==> src/rtl/div_if.sv <==
// Divide request/response bundle between ex_ctrl (master) and div_ctrl (slave).
// Valid/ready: master holds start_i until ready_o is seen, captures result_o that cycle, drops start_i next.
interface div_if #(
  parameter int WIDTH = 32
);
  logic               start_i;
  logic               annul_i;
  logic               signed_i;
  logic [WIDTH-1:0]   opdata1_i;
  logic [WIDTH-1:0]   opdata2_i;
  logic [2*WIDTH-1:0] result_o;
  logic               ready_o;
  logic               stall_req_o;

  modport master (
    output start_i, annul_i, signed_i, opdata1_i, opdata2_i,
    input  result_o, ready_o, stall_req_o
  );

  modport slave (
    input  start_i, annul_i, signed_i, opdata1_i, opdata2_i,
    output result_o, ready_o, stall_req_o
  );
endinterface

==> src/rtl/div_ctrl.sv <==
// Radix-2 shift-subtract divider controller for the EX stage (HI/LO = {remainder, quotient}).
// Define DIV_SIGNED_EN to honour signed_i; otherwise every divide is unsigned.
module div_ctrl #(
  parameter int WIDTH = 32
) (
  input  logic       clk,
  input  logic       rst,
  div_if.slave       div,
  output logic [1:0] dbg_state_o
);

  typedef enum logic [1:0] {
    S_IDLE    = 2'd0,
    S_DIVZERO = 2'd1,
    S_ON      = 2'd2,
    S_END     = 2'd3
  } state_t;

  localparam logic [5:0] CNT_LAST = 6'(WIDTH);

  state_t             state_q;
  logic [5:0]         cnt_q;
  logic [2*WIDTH:0]   partial_q;
  logic [WIDTH-1:0]   divisor_q;
  logic [2*WIDTH-1:0] result_q;
  logic               ready_q;

  logic [WIDTH-1:0]   mag1;
  logic [WIDTH-1:0]   mag2;
  logic [WIDTH-1:0]   quot_raw;
  logic [WIDTH-1:0]   rem_raw;
  logic [WIDTH-1:0]   quot_fix;
  logic [WIDTH-1:0]   rem_fix;
  logic [WIDTH:0]     trial;

  // Remainder accumulates in the top W+1 bits; quotient bits shift in at the bottom.
  assign trial    = partial_q[2*WIDTH:WIDTH] - {1'b0, divisor_q};
  assign quot_raw = partial_q[WIDTH-1:0];
  assign rem_raw  = partial_q[2*WIDTH:WIDTH+1];

`ifdef DIV_SIGNED_EN
  logic neg1;
  logic neg2;
  logic neg_quot_q;
  logic neg_rem_q;

  assign neg1     = div.signed_i & div.opdata1_i[WIDTH-1];
  assign neg2     = div.signed_i & div.opdata2_i[WIDTH-1];
  assign mag1     = neg1 ? (~div.opdata1_i + 1'b1) : div.opdata1_i;
  assign mag2     = neg2 ? (~div.opdata2_i + 1'b1) : div.opdata2_i;
  assign quot_fix = neg_quot_q ? (~quot_raw + 1'b1) : quot_raw;
  assign rem_fix  = neg_rem_q  ? (~rem_raw + 1'b1)  : rem_raw;
`else
  logic unused_signed;

  assign unused_signed = div.signed_i;
  assign mag1          = div.opdata1_i;
  assign mag2          = div.opdata2_i;
  assign quot_fix      = quot_raw;
  assign rem_fix       = rem_raw;
`endif

  always_ff @(posedge clk) begin
    if (rst) begin
      state_q   <= S_IDLE;
      cnt_q     <= '0;
      partial_q <= '0;
      divisor_q <= '0;
      result_q  <= '0;
      ready_q   <= 1'b0;
`ifdef DIV_SIGNED_EN
      neg_quot_q <= 1'b0;
      neg_rem_q  <= 1'b0;
`endif
    end else if (div.annul_i && (state_q != S_IDLE)) begin
      // Flush abandons whatever is in flight, including a result awaiting pickup.
      state_q  <= S_IDLE;
      cnt_q    <= '0;
      result_q <= '0;
      ready_q  <= 1'b0;
    end else begin
      case (state_q)
        S_IDLE: begin
          if (div.start_i && !div.annul_i) begin
            if (div.opdata2_i == '0) begin
              state_q <= S_DIVZERO;
            end else begin
              state_q   <= S_ON;
              cnt_q     <= '0;
              partial_q <= {{WIDTH{1'b0}}, mag1, 1'b0};
              divisor_q <= mag2;
`ifdef DIV_SIGNED_EN
              neg_quot_q <= neg1 ^ neg2;
              neg_rem_q  <= neg1;
`endif
            end
          end
        end
        S_DIVZERO: begin
          partial_q <= '0;
          result_q  <= '0;
          ready_q   <= 1'b1;
          state_q   <= S_END;
        end
        S_ON: begin
          if (cnt_q != CNT_LAST) begin
            if (trial[WIDTH]) begin
              partial_q <= {partial_q[2*WIDTH-1:0], 1'b0};
            end else begin
              partial_q <= {trial[WIDTH-1:0], partial_q[WIDTH-1:0], 1'b1};
            end
            cnt_q <= cnt_q + 6'd1;
          end else begin
            result_q <= {rem_fix, quot_fix};
            ready_q  <= 1'b1;
            state_q  <= S_END;
          end
        end
        S_END: begin
          if (!div.start_i) begin
            state_q  <= S_IDLE;
            result_q <= '0;
            ready_q  <= 1'b0;
          end
        end
        default: state_q <= S_IDLE;
      endcase
    end
  end

  assign div.result_o    = result_q;
  assign div.ready_o     = ready_q;
  assign div.stall_req_o = div.start_i & ~ready_q & ~div.annul_i;
  assign dbg_state_o     = state_q;

endmodule

==> src/flat_wrapper.sv <==
// flat-port wrapper written by rule: the top's interface ports become plain ports
module div_ctrl_flat 
#(
  parameter int WIDTH = 32
)
  (clk, rst, dbg_state_o, div_start_i, div_annul_i, div_signed_i, div_opdata1_i, div_opdata2_i, div_result_o, div_ready_o, div_stall_req_o);
  div_if #(.WIDTH(WIDTH)) div_i ();
  input  logic clk;
  input  logic rst;
  output logic [1:0] dbg_state_o;
  input wire logic [$bits(div_i.start_i)-1:0] div_start_i;
  input wire logic [$bits(div_i.annul_i)-1:0] div_annul_i;
  input wire logic [$bits(div_i.signed_i)-1:0] div_signed_i;
  input wire logic [$bits(div_i.opdata1_i)-1:0] div_opdata1_i;
  input wire logic [$bits(div_i.opdata2_i)-1:0] div_opdata2_i;
  output wire logic [$bits(div_i.result_o)-1:0] div_result_o;
  output wire logic [$bits(div_i.ready_o)-1:0] div_ready_o;
  output wire logic [$bits(div_i.stall_req_o)-1:0] div_stall_req_o;
  assign div_i.start_i = div_start_i;
  assign div_i.annul_i = div_annul_i;
  assign div_i.signed_i = div_signed_i;
  assign div_i.opdata1_i = div_opdata1_i;
  assign div_i.opdata2_i = div_opdata2_i;
  assign div_result_o = div_i.result_o;
  assign div_ready_o = div_i.ready_o;
  assign div_stall_req_o = div_i.stall_req_o;
  div_ctrl #(.WIDTH(WIDTH)) u_core (.clk(clk), .rst(rst), .div(div_i), .dbg_state_o(dbg_state_o));
endmodule
==> config.mk <==
export PLATFORM = sky130hd
export DESIGN_NAME = div_ctrl_flat
export DESIGN_NICKNAME = d
export VERILOG_FILES = /design/src/rtl/div_if.sv /design/src/rtl/div_ctrl.sv /design/src/flat_wrapper.sv
export SDC_FILE = /design/constraint.sdc
export NUM_CORES = 1
export LEC_CHECK = 0
export CAP_MARGIN = 30
export CORE_ASPECT_RATIO = 0.9
export CORE_MARGIN = 2
export CORE_UTILIZATION = 30
export DETAILED_ROUTE_END_ITERATION = 8
export PLACE_DENSITY = 0.47
export SLEW_MARGIN = 20
export SYNTH_ARGS = -nofsm -noshare
export SYNTH_HDL_FRONTEND = slang
export SYNTH_SLANG_ARGS = --single-unit
export TNS_END_PERCENT = 1
==> constraint.sdc <==
create_clock -name clk -period 3.1 [get_ports clk]
set_clock_uncertainty 0.15 [all_clocks]
set_input_delay 0.31 -clock clk [delete_from_list [all_inputs] [get_ports clk]]
set_output_delay 0.31 -clock clk [all_outputs]
set_load 0.005 [all_outputs]
[Word level (Yosys, flattened, before mapping)]
Cells that the tools add are included.
Operators by class
  $add $sub $neg: 2
  eq/ne operators: 9
  bitwise logic cells: 6
  reductions and logical operators: 15
  muxes and demuxes: 20
Operators with widths (number)
  $mux W65: 4
  $pmux W65 S3: 1
  $pmux W64 S3: 1
  $mux W64: 2
  $sub A33 B32 Y33: 1
  $logic_not A32 Y1: 1
  $mux W6: 3
  $pmux W6 S2: 1
  $mux W2: 4
  $pmux W2 S4: 1
  $reduce_and A4 Y1: 2
  $add A6 B1 Y6 const B: 1
  $ne A2 B2 Y1 const B: 3
  $ne A6 B6 Y1 const B: 1
  $reduce_and A3 Y1: 2
  $reduce_bool A3 Y1: 2
  $reduce_and A5 Y1: 1
  $eq A2 B2 Y1 const B: 2
  $ne A2 B1 Y1 const B: 2
  $not A1 Y1: 4
  $reduce_bool A2 Y1: 2
  $pmux W1 S3: 1
  $and A1 B1 Y1: 2
  $eq A2 B1 Y1 const B: 1
  5 further kinds: 7
Word-level totals
  output and inout bits: 68
  register bits after elaboration: 170

[Logic depth before layout (Yosys ltp)]
Gate-level depths: netlist of the first run.
  word-level depth: 4
  mapped depth: 15

[Least setup slack after synthesis of the first run]
OpenSTA, ideal clock, no wires.
  path type: register to register
  from: register u_core.partial_q[32]
  to: register u_core.partial_q[54]
  buffers on the path: 1
  slack: 0.188 ns
  cell stages (with the launch flop): 16
  setup time: 0.127 ns
  arrival: 2.635 ns
  cell sequence: dfxtp_1 > inv_1 > ha_1 > inv_1 > fa_1 > a211oi_1 > nor2_1 > o22ai_2 > nand4b_1 > nand2b_2 > o21ai_2 > o21ai_4 > xor2_2 > buf_4 > mux2i_1 > o21ai_1
Between the ends
  cells in the longest elaborated chain, start to end: 4
RTL lines
  start: declaration: RTL line div_ctrl.sv:23  | logic [2*WIDTH:0] partial_q;
  start signal: assignment: RTL line div_ctrl.sv:90  | partial_q <= {{WIDTH{1'b0}}, mag1, 1'b0};
  start signal: assignment: RTL line div_ctrl.sv:108  | partial_q <= {partial_q[2*WIDTH-1:0], 1'b0};
  start signal: assignment: RTL line div_ctrl.sv:110  | partial_q <= {trial[WIDTH-1:0], partial_q[WIDTH-1:0], 1'b1};
  $sub A33 B32 Y33: RTL line div_ctrl.sv:37  | assign trial = partial_q[2*WIDTH:WIDTH] - {1'b0, divisor_q};
  $mux W65: RTL line div_ctrl.sv:107  | if (trial[WIDTH]) begin
  $mux W65: RTL line div_ctrl.sv:106  | if (cnt_q != CNT_LAST) begin
  $pmux W65 S3: RTL line div_ctrl.sv:82  | case (state_q)
Every way passes these cells. The select of a mux whose other input is x is not followed.
A chain may end at the register's enable or synchronous reset.

[Worst setup path in the final report of the first run]
  from: register u_core.partial_q[32]
  to: register u_core.partial_q[61]
Same word-level chain as after synthesis.

==> results of run 1 <==
[power by group through the flow]
| stage | clock network, mW | logic (mW) | registers, mW |
|---|---|---|---|
| 5_1_grt | 2.53 | 3.04 | 2.54 |
| 6_report | 2.38 | 2.72 | 2.51 |
| 3_5_place_dp | 0 | 2.68 | 2.56 |
| 4_1_cts | 2.44 | 2.75 | 2.51 |
| 2_1_floorplan | 0 | 1.80 | 2.52 |
| 3_3_place_gp | 0 | 2.70 | 2.56 |
[flip-flops by register name (all words and copies together), names as in the netlist]
name                 flops
u_core.div.ready_o       1
u_core.div.result_o     64
u_core.divisor_q        32
u_core.cnt_q             6
u_core.dbg_state_o       2
u_core.partial_q        65
[worst max-delay path: stages (launching register included)]
cell      delay (ns)
dfxtp_1         0.31
inv_1           0.06
ha_2            0.17
inv_1           0.05
fa_2            0.35
a211oi_2        0.18
nor2_1          0.10
o22ai_2         0.18
nand4b_1        0.18
nand2b_4        0.12
o21ai_2         0.09
o21ai_4         0.23
xor2_4          0.12
buf_4           0.17
buf_16          0.14
or3_1           0.34
nand3_1         0.07
[worst paths after layout]
path / from / to / slack, ns / depth (start not counted)
worst max-delay path: u_core.partial_q[32] / u_core.partial_q[61] / 0.02 / 16
worst min register to register: u_core.div.result_o[45] / u_core.div.result_o[45] / 0.30 / 2
worst max register to register: u_core.partial_q[32] / u_core.partial_q[61] / 0.02 / 16
worst min-delay path: rst / u_core.divisor_q[23] / 0.20 / 2
[final cells by class]
cell class	count	area (um^2)	area share, %
multi-input combinational	781	4790	42.3
sequential	170	3400	30.0
timing repair buffer	192	1870	16.5
clock buffer	20	467	4.12
tap	360	450	3.97
clock inverter	12	183	1.61
inverter	43	161	1.42
antenna	1	2.50	0.0221
[logic make-up (layout without fill, tap and decap cells)]
group / after synthesis / count (layout) / share of synthesized area [%]
AOI/OAI and AO/OA: 241 / 241 / 17.9
xor gates and xnor gates: 32 / 32 / 3.35
adders and majority gates: 40 / 40 / 5.90
buffers and inverters: 116 / 267 / 5.42
DFF: 170 / 170 / 39.6
muxes: 55 / 55 / 6.40
other: 0 / 1 / 0
and+or+nand+nor: 413 / 413 / 21.5
[metal layers]
layer  track usage, %  share of wire, %  vias to the layer above
li1                 -                 -                     4037
met1             24.0                51                     3671
met2             27.6                44                      120
met3             3.04               3.3                       21
met4             5.17               1.6                        0
met5                0                 0                        -
[placed cells by master (no fill, tap or decap), types with 32 or more instances in the layout]
cell type	instances
nor2_1	90
mux2i_1	55
inv_1	43
a21oi_1	97
dfxtp_1	169
clkdlybuf4s50_1	134
buf_4	49
ha_1	37
nand3_1	110
a311oi_1	32
nand2_1	154
[timing repair]
item                                    CTS  global route
gates resized for setup                   2             5
endpoints found under the hold margin     0             0
pin swaps                                 2             4
buffers inserted                          0             1
gates cloned                              1             0
endpoints found under the setup margin   14            33
[metrics by stage]
stage               hold slack (ns)  cells
floorplan                     0.298   1067
global placement              0.291   1544
detailed placement            0.294   1544
CTS                           0.194   1577
global route                  0.225   1578
finish                        0.195   1579
==> results, run 1 <==
- The critical path arrival is 3.30 ns.
- The most repeated cell in the gate-level netlist after synthesis is dfxtp_1.
- The prevailing post-synth register cell is dfxtp_1.
- The floorplan has 58 rows.
- The remaining antenna violation count after routing is 0.
- The number of buffers inserted by port buffering is 135.
- The number of DRC markers in iteration 0 is 419.
- The area of the core is 0.0281 mm^2.
- The fill cell total of the finished layout is 2,868.
- The clock input transition at the sequential cells of the worst setup and hold paths is 0.07 ns.
- The number of hold-slack violations in the final timing report came to 0.
- The die width is 183 um.
- After detailed routing, the number of remaining DRC violations is 0.
- Yosys mapped a number of flops with a built-in enable equal to 0.
- STA classifies the critical path startpoint as a flop.
- The worst setup path is captured at a flop.
- Cell internal power was estimated by the tool at 4.91 mW.
- After synthesis, the most frequently instantiated cells are dfxtp_1, nand2_1, nand3_1, a21oi_1, nor2_1.
- The portion of total power attributed to the clock network is 31.2%.
- Of the post-synthesis cell area, the dominant cell type holds 39.6%.
- The wire-length estimate of the detail-placed layout is 17.8 mm.
- The first TritonRoute pass finished after 5 iterations.
- The tool flagged a number of max-cap violations equal to 0.
- After global routing the overflow that remains totals 0.
- The via count of the first global-routing pass is 7,681.
- The H-tree was split into 4 levels.
- Global routing consumed, over all layers together, 17.3% of the routing resources.
- STA puts the critical path data required time at 3.31 ns.
- In this run the worst path has a maximum fanout of 14.
- After layout, the worst path uses 99.4% of the clock period.
- Sorting the synthesized cells by area gives the leading types as dfxtp_1, nand2_1, mux2i_1.
- The area enclosed by the die boundary is 0.0301 mm^2.
- The post-route netlist has 8.95% of its cells at a drive strength greater than 1.
- The critical path is of the reg -> reg type.
- The average detailed-routed wire length per instance is 16.1 um.
- The register share of total power is 33.0%.
- A synthesized cell averages 8.06 um^2.
- TritonCTS built the clock tree.
- The flow ran to the end, and the final reports show no timing, DRC or antenna violations.
- Summed over all nets, the switching power comes to 2.70 mW.
- The maximum number of pins on one net before global-route repair is 67.
- The initial antenna violation count is 0.
- Net switching is 35.5% of the power.
- The area added between synthesis and finish is 31.7%.
- The design area is 0.0113 mm^2.
- The starting density of the core is 30.6%.
- CTS placed an instance of clkbuf_16 at the clock tree root.
- The count of different cell masters after synthesis is 58.
- The warning count from the yosys run is 0.
- Once placement finished, the instance area stood at 0.0106 mm^2.
- Setup repair after global routing could not meet its margin everywhere.
- The die boundary height is 165 um.
- The clock passes through at most 2 buffers.
- The first global-routing pass estimated 41.6 mm of wire.
- The share of flip-flops with an asynchronous set or reset is 0%.
- In this run the power density over the cells is 672 mW/mm^2.
- The total of hold buffers inserted after clock tree synthesis is 0.
- The measured slew at the worst slew-check pin is 0.667 ns.
- Clock tree synthesis inserted a total of 17 buffers.
- The design draws 7.61 mW.
- The count of final max-slew check failures is 0.
- The worst max-slew margin expressed relative to the limit is 55.6%.
- In the final timing run, aggregate negative setup slack is 0 ns.
- After technology mapping, the gate count stands at 1,067.
- The worst setup margin is 0.0179 ns.
- The sum of routed wire length over all layers is 25.4 mm.
- The shortest period the worst path allows is 3.08 ns.
- The top cell type by total area after synthesis is dfxtp_1.
- Routability-driven placement finished with a final weighted congestion of 0.857.
- For this design the static power due to leakage is 4.44 nW.
- The total setup violations reported at the end of the flow is 0.
- The synthesis-stage register bit count is 170.
- The worst-case setup slack after placement is -0.0173 ns.
- The detailed-route via count is 7,849.
- Summing every instance area after synthesis gives 0.00860 mm^2.
- The worst-case IR drop observed on VDD is 0.383 mV.
- The number of nets in the synthesized netlist is 1,176.
- The clock latency on the worst-skew pair is 0.43 ns.
- In this run the count of I/O pins placed on the die edge is 137.
- The highest achievable clock rate is 324 MHz.
- The sequential cell area fraction in the yosys report is 39.6%.
- The number of clock sinks seen by CTS is 170.
- The combinational share of power is 35.8%.
- The net count of the finished layout is 1,314.
- The post-layout utilization of the core is 40.4%.
- Using the TritonRoute via totals, the vias-per-cell ratio works out to 4.97.
- The class of the tightest hold or removal check is in -> reg.
No activity file was read; power rests on OpenSTA's default activity.
==> inputs of run 2 (changes only) <==
Settings changed: SKIP_LAST_GASP set to 1.
==> run 2 against run 1 <==
Count of clock-buffer cells in the layout is the same. Largest cell class unchanged. Sequential share of layout area stayed put. Register-to-register slack is essentially flat. Critical path type unchanged. Sequential power about the same. Maximum frequency stayed put.
==> results, run 2 (synthesis gave the netlist of run 1 again) <==
- The flow ran to the end, and the final reports show no timing, DRC or antenna violations.
- Per report_power, the combinational group accounts for 35.8% of the total.
- Sequential cells account for 33.0% of the total power.
- In this run the horizontal extent of the chip is 183 um.
- The worst-case IR drop observed on VDD is 0.383 mV.
- The worst-case clock buffer depth is 2.
- The sum of routed wire length over all layers is 25.5 mm.
- Entering global routing, the biggest net connects 67 pins.
- Once layout is done, the placed cells without fillers occupy 0.0113 mm^2.
- The flip-flop count of the largest register after layout is 65.
- At the pin with the least slew margin, the transition time is 0.666 ns.
- The share of total power consumed by net switching is 35.5%.
- For the worst setup path, the data required time is 3.31 ns.
- The register with the most flip-flops is u_core.partial_q.
- The final net count is 1,314.
- The number of buffers created by CTS is 17.
- The max-cap check violation count is 0.
- Clock-pin slew was measured on the worst setup and hold paths at 0.07 ns.
- Registers take 0.00340 mm^2.
- Before antenna repair, the detailed router went through 5 iterations.
- The leading cell type in the layout, fill and taps excluded is dfxtp_1.
- The critical path arrival is 3.30 ns.
- The internal power contribution is 4.91 mW.
- Setup violations remaining at the end of the flow were counted as 0.
- The summed negative setup slack over all endpoints is 0 ns.
- The first global-routing pass estimated 41.6 mm of wire.
- The detailed router finished its first iteration with 417 violations.
- The routed design could run at a clock period as short as 3.08 ns.
- The die boundary height is 165 um.
- The area growth from synthesis to layout is 31.7%.
- The number of clock sinks seen by CTS is 170.
- Summing all multi-input logic gate instances after layout gives 0.00479 mm^2.
- The later pin in the worst-skew pair is clocked with a latency of 0.43 ns.
- Traced cell by cell, the critical path runs through inv_1 -> ha_2 -> inv_1 -> fa_2 -> a211oi_2 -> nor2_1 -> o22ai_2 -> nand4b_1 -> nand2b_4 -> o21ai_2 -> o21ai_4 -> xor2_4 -> buf_4 -> buf_16 -> or3_1 -> nand3_1.
- The leakage power is 4.44 nW.
- In the global route stage, overall resource usage came out at 17.3%.
- Routability-driven placement finished with a final weighted congestion of 0.857.
- The average detailed-routed wire length per instance is 16.1 um.
- The startpoint identified for the worst hold timing path is rst.
- The via count of the first global-routing pass is 7,681.
- The number of ports placed on the die boundary is 137.
- The fill cell total of the finished layout is 2,868.
- Setup repair after global routing could not meet its margin everywhere.
- CTS placed an instance of clkbuf_16 at the clock tree root.
- The detailed-route via count is 7,854.
- Row generation in the floorplan step produced 58 rows.
- The remaining antenna violation count after routing is 0.
- The number of DRC violations after detailed routing is 0.
- The die covers 0.0301 mm^2.
- The worst-case setup slack after placement is -0.0173 ns.
- The CTS tree is built.
- Leaving out fill and tap cells, the most frequent cells in the layout are dfxtp_1, nand2_1, clkdlybuf4s50_1.
- For this configuration, the core starts out at a cell density of 30.6%.
- The level count of the clock H-tree is 4.
- In this design, the stage delay of the slowest critical-path cell is 0.35 ns.
- The worst max-slew margin expressed relative to the limit is 55.6%.
- The startpoint identified for the worst register-to-register timing path is u_core.partial_q[32].
- The number of hold-slack violations in the final timing report is 0.
- Using the TritonRoute via totals, the vias-per-cell ratio works out to 4.97.
- Setup slack on the critical path of the routed design comes to 0.0179 ns.
- STA classifies the critical path endpoint as a flop.
- The placed instances occupy a cell area of 0.0106 mm^2.
- The tightest min-delay check is of the in -> reg type.
- The clock network accounts for 31.2% of the total power.
- In this run the standard cell core region covers 0.0281 mm^2.
- The fraction of final layout cells sized beyond drive strength 1 is 8.95%.
- Timing would allow up to 324 MHz.
- The total overflow left after global routing is 0.
- The power density over the cells is 672 mW/mm^2.
- Summed over all nets, the half-perimeter wirelength after detailed placement is 17.8 mm.
- The power dissipated by switching net loads is 2.71 mW.
- The count of final max-slew check failures came to 0.
- The critical path starts at u_core.partial_q[32].
- Of the available clock period, the critical path in the final layout requires 99.4%.
- The critical path in this run is classified as reg -> reg.
- On the critical path, the stage with the largest delay is an instance of fa_2.
- The setup check on the worst reg-to-reg path leaves a slack of 0.02 ns.
- The number of buffers inserted by port buffering is 135.
- Along the worst path, the maximum fanout reaches 14.
- The kind of start point of the critical path is a flop.
- By instance count, the cell type seen most on the critical path is inv_1.
- The initial antenna violation count is 0.
## run 2: cell type report
type	instances	area share [%]
antenna	1	0.0221
clock buffer	20	4.12
clock inverter	12	1.61
inverter	43	1.42
multi-input combinational	781	42.3
sequential	170	30.0
tap	360	3.97
timing repair buffer	192	16.5
## run 2: repair_timing
item / in CTS / in global routing
gates resized for setup: 2 / 5
setup endpoints to repair: 14 / 33
hold buffers: 0 / 0
setup buffers: 0 / 1
gates cloned: 1 / 0
pin swaps: 2 / 4
## run 2: through the flow
| step | power [mW] | std cells | hold slack [ns] | util (%) |
|---|---|---|---|---|
| after CTS | 7.70 | 1577 | 0.194 | 40.3 |
| after floorplan | 4.32 | 1067 | 0.298 | - |
| after detailed placement | 5.24 | 1544 | 0.294 | 37.8 |
| final | 7.62 | 1579 | 0.195 | 40.4 |
| after global routing | 8.11 | 1578 | 0.225 | 40.3 |
| after global placement | 5.26 | 1544 | 0.291 | 37.8 |
## run 2: path summary, 6_finish.rpt
kind	endpoint	cells after the start
worst min register to register	u_core.div.result_o[45]	2
worst min-delay path	u_core.divisor_q[23]	2
worst max register to register	u_core.partial_q[61]	16
worst max-delay path	u_core.partial_q[61]	16
## run 2: critical path: cells and delay by family, from the launching register on
| kind | cells | cell delay [ns] |
|---|---|---|
| and+or+nand+nor | 5 | 0.81 |
| xor gates and xnor gates | 1 | 0.12 |
| DFF | 1 | 0.31 |
| buffers and inverters | 4 | 0.42 |
| adders and majority gates | 2 | 0.52 |
| AOI/OAI and AO/OA | 4 | 0.68 |
## run 2: power groups by stage
stage | Clock, mW | Sequential, mW | Combinational [mW]
2_1_floorplan | 0 | 2.52 | 1.80
3_3_place_gp | 0 | 2.56 | 2.70
3_5_place_dp | 0 | 2.56 | 2.68
4_1_cts | 2.44 | 2.51 | 2.75
5_1_grt | 2.53 | 2.54 | 3.04
6_report | 2.38 | 2.51 | 2.73
## run 2: per-layer routing
metal | GRT usage [%] | vias up | routed length [um]
met5 | 0 | - | 0
met4 | 5.17 | 0 | 419
met2 | 27.6 | 120 | 11300
met3 | 3.04 | 21 | 834
li1 | - | 4038 | -
met1 | 24.0 | 3675 | 12900
==> inputs of run 3 (changes only) <==
Settings changed: CAP_MARGIN 30 to 20, DONT_BUFFER_PORTS set to 1, PLACE_DENSITY 0.47 to 0.42.
Clock period 3.1 ns to 2.6 ns, I/O delays scaled along.
==> run 3 against run 2 <==
The run now ends with negative setup slack left. Critical path depth fell by 1. Worst setup slack worse by 0.44 ns. Register-to-register slack got worse by 0.44 ns. Die area unchanged. Global-route usage increased by 0.76 points. Sequential power rose by 19%. Highest routed layer unchanged.
==> results, run 3 (synthesis gave the netlist of run 1 again) <==
- The checks that failed: negative setup slack.
- The post-route netlist has 15.6% of its cells at a drive strength greater than 1.
- The worst-path cell with the longest stage delay is fa_2.
- The first-pass GRT wire length is 42.6 mm.
- The number of buffers created by CTS is 17.
- The library cell used most frequently in the layout, excluding fill and tap cells, is dfxtp_1.
- The design area is 0.0113 mm^2.
- The final estimated routing congestion in global placement is 0.817.
- The level count of the clock H-tree is 4.
- TritonCTS built the clock tree.
- The power density over the cells is 820 mW/mm^2.
- The via count of the first global-routing pass came to 7,744.
- The initial antenna violation count is 0.
- The worst-case clock buffer depth is 2.
- Counting instances, the worst hold path has a depth of 4.
- The number of hold-slack violations in the final timing report is 0.
- Counting both buffers and inverters, the worst setup path holds a total of 3.
- For this configuration, the core starts out at a cell density of 30.6%.
- Ranked by flip-flop count, first place goes to u_core.partial_q.
- The sum of routed wire length over all layers is 27.1 mm.
- The maximum resistive drop on vdd is 0.449 mV.
- The die width is 183 um.
- The count of final max-slew check failures is 0.
- The per-cell via count in the routed design is 5.01.
- Across the run, the number of max-cap violations was 0.
- The final net count is 1,329.
- The remaining antenna violation count after routing is 0.
- Setup repair after global routing could not meet its margin everywhere.
- Clock-pin slew was measured on the worst setup and hold paths at 0.08 ns.
- The delay of the slowest cell on the worst path is 0.35 ns.
- The buffers inserted during post-CTS setup optimization is 0.
- At the worst endpoint, the required time is 2.77 ns.
- The count of cells in the finished layout, fillers not included, comes to 1,593.
- After detailed placement, the total cell area comes to 0.00993 mm^2.
- The worst setup margin is -0.424 ns.
- The leakage power is 4.64 nW.
- The worst setup path is launched from a flop.
- The maximum net fanout on the critical path is 31.
- The sum of net half-perimeters after detailed placement is 19.2 mm.
- The total setup violations reported at the end of the flow is 33.
- Leaving out fill and tap cells, the most frequent cells in the layout are dfxtp_1, nand2_1, buf_4.
- The family with the most delay on the worst path is compound AO/OA/AOI/OAI gates.
- The run finished, with violations left.
- The cell depth of the worst setup path is 15.
- The shortest period the worst path allows is 3.02 ns.
- The type of element capturing the critical path is a flop.
- CTS placed an instance of clkbuf_16 at the clock tree root.
- After detailed placement, the design holds a cell count of 1,495.
- The flip-flop count of the largest register after layout is 65.
- The critical path start-end classification is reg -> reg.
- The number of search-and-repair iterations in the first detailed-routing pass is 5.
- Walking the worst path, the cells encountered are inv_1 -> ha_1 -> inv_1 -> fa_2 -> a211oi_2 -> nor2_1 -> o22ai_2 -> nand4b_1 -> nand2b_4 -> o21ai_2 -> o21ai_4 -> xor2_4 -> buf_12 -> mux2i_1 -> o21ai_1.
- The floorplan step defined a die boundary enclosing 0.0301 mm^2.
- The leftover overflow at the end of global routing is 0.
- The row count is 58.
- The repair_antennas step left the layout with diodes totalling 0.
- The detailed router finished its first iteration with 516 violations.
- The maximum number of pins on one net before global-route repair is 66.
- 137 I/O pins were placed.
- The core region is 0.0281 mm^2.
- For this run, design rule violations remaining after detail routing come to 0.
- The depth of the most critical reg-to-reg path is 15.
- The die boundary height is 165 um.
- The routed layout has 7,976 vias.
- Clock tree synthesis found a total of 170 sinks.
- Among the stages of the critical path, the cell type that occurs most often is inv_1.
- In the finished design, the share of the clock period the worst path needs comes to 116%.
- The critical path arrival is 3.19 ns.
- The area added between synthesis and finish is 30.9%.
- The number of buffers inserted by port buffering is 0.
- In the final routed layout, each cell accounts on average for 17.0 um.
- The measured slew at the worst slew-check pin is 0.538 ns.
- The total routing resource utilization after global routing is 18.1%.
- In this run the worst hold path is classified as in -> reg.
- The later pin in the worst-skew pair is clocked with a latency of 0.44 ns.
- The highest achievable clock rate is 331 MHz.
- The worst max-slew margin expressed relative to the limit is 64.1%.
## run 3: repair_timing
action	4_1_cts	5_1_grt
endpoints found under the hold margin	66	0
endpoints found under the setup margin	33	34
resized for setup	0	2
hold buffers	66	0
## run 3: per-layer routing
layer  vias to the layer above  global-route usage, %  wire [um]
li1                       4084                      -          -
met1                      3734                   25.7      13900
met2                       145                   28.2      11800
met3                        13                   3.68       1110
met4                         0                   4.22        235
met5                         -                      0          0
## run 3: final cells by class
class,count,area [um^2]
Clock inverter,14,209
Timing Repair Buffer,207,1800
Sequential cell,170,3400
Inverter,43,161
Multi-Input combinational cell,781,4790
Tap cell,360,450
Clock buffer,18,439
Fill cell,2905,16800
## run 3: stage by stage
step	hold WS (ns)	total power, mW	TNS [ns]	utilization [%]	setup slack, ns
after floorplan	0.254	5.17	-5.81	-	-0.211
after global placement	0.208	6.35	-11.29	35.3	-0.374
after detailed placement	0.204	6.33	-12.02	35.3	-0.410
after CTS	0.00224	9.34	-12.27	40.1	-0.414
after global routing	0.0258	9.80	-17.03	40.1	-0.578
final	0.0212	9.24	-11.99	40.1	-0.424
## run 3: worst paths after layout
| check | startpoint | end | slack [ns] |
|---|---|---|---|
| max | u_core.partial_q[32] | u_core.partial_q[50] | -0.42 |
| min reg2reg | u_core.div.result_o[38] | u_core.div.result_o[38] | 0.32 |
| max reg2reg | u_core.partial_q[32] | u_core.partial_q[50] | -0.42 |
| min | rst | u_core.partial_q[57] | 0.02 |
## run 3: worst reg2reg max path, delay by kind of cell, from the launching register on
| family | cells | cell delay [ns] |
|---|---|---|
| compound gates | 5 | 0.74 |
| simple gates | 3 | 0.41 |
| xor+xnor | 1 | 0.20 |
| fa+ha+maj | 2 | 0.51 |
| flops | 1 | 0.31 |
| mux | 1 | 0.24 |
| buf+inv | 3 | 0.35 |
## run 3: where the power goes
group	switching (mW)	internal [mW]	total, mW
clock	1.20	1.67	2.86
sequential	0.164	2.83	2.99
combinational	2.00	1.38	3.38
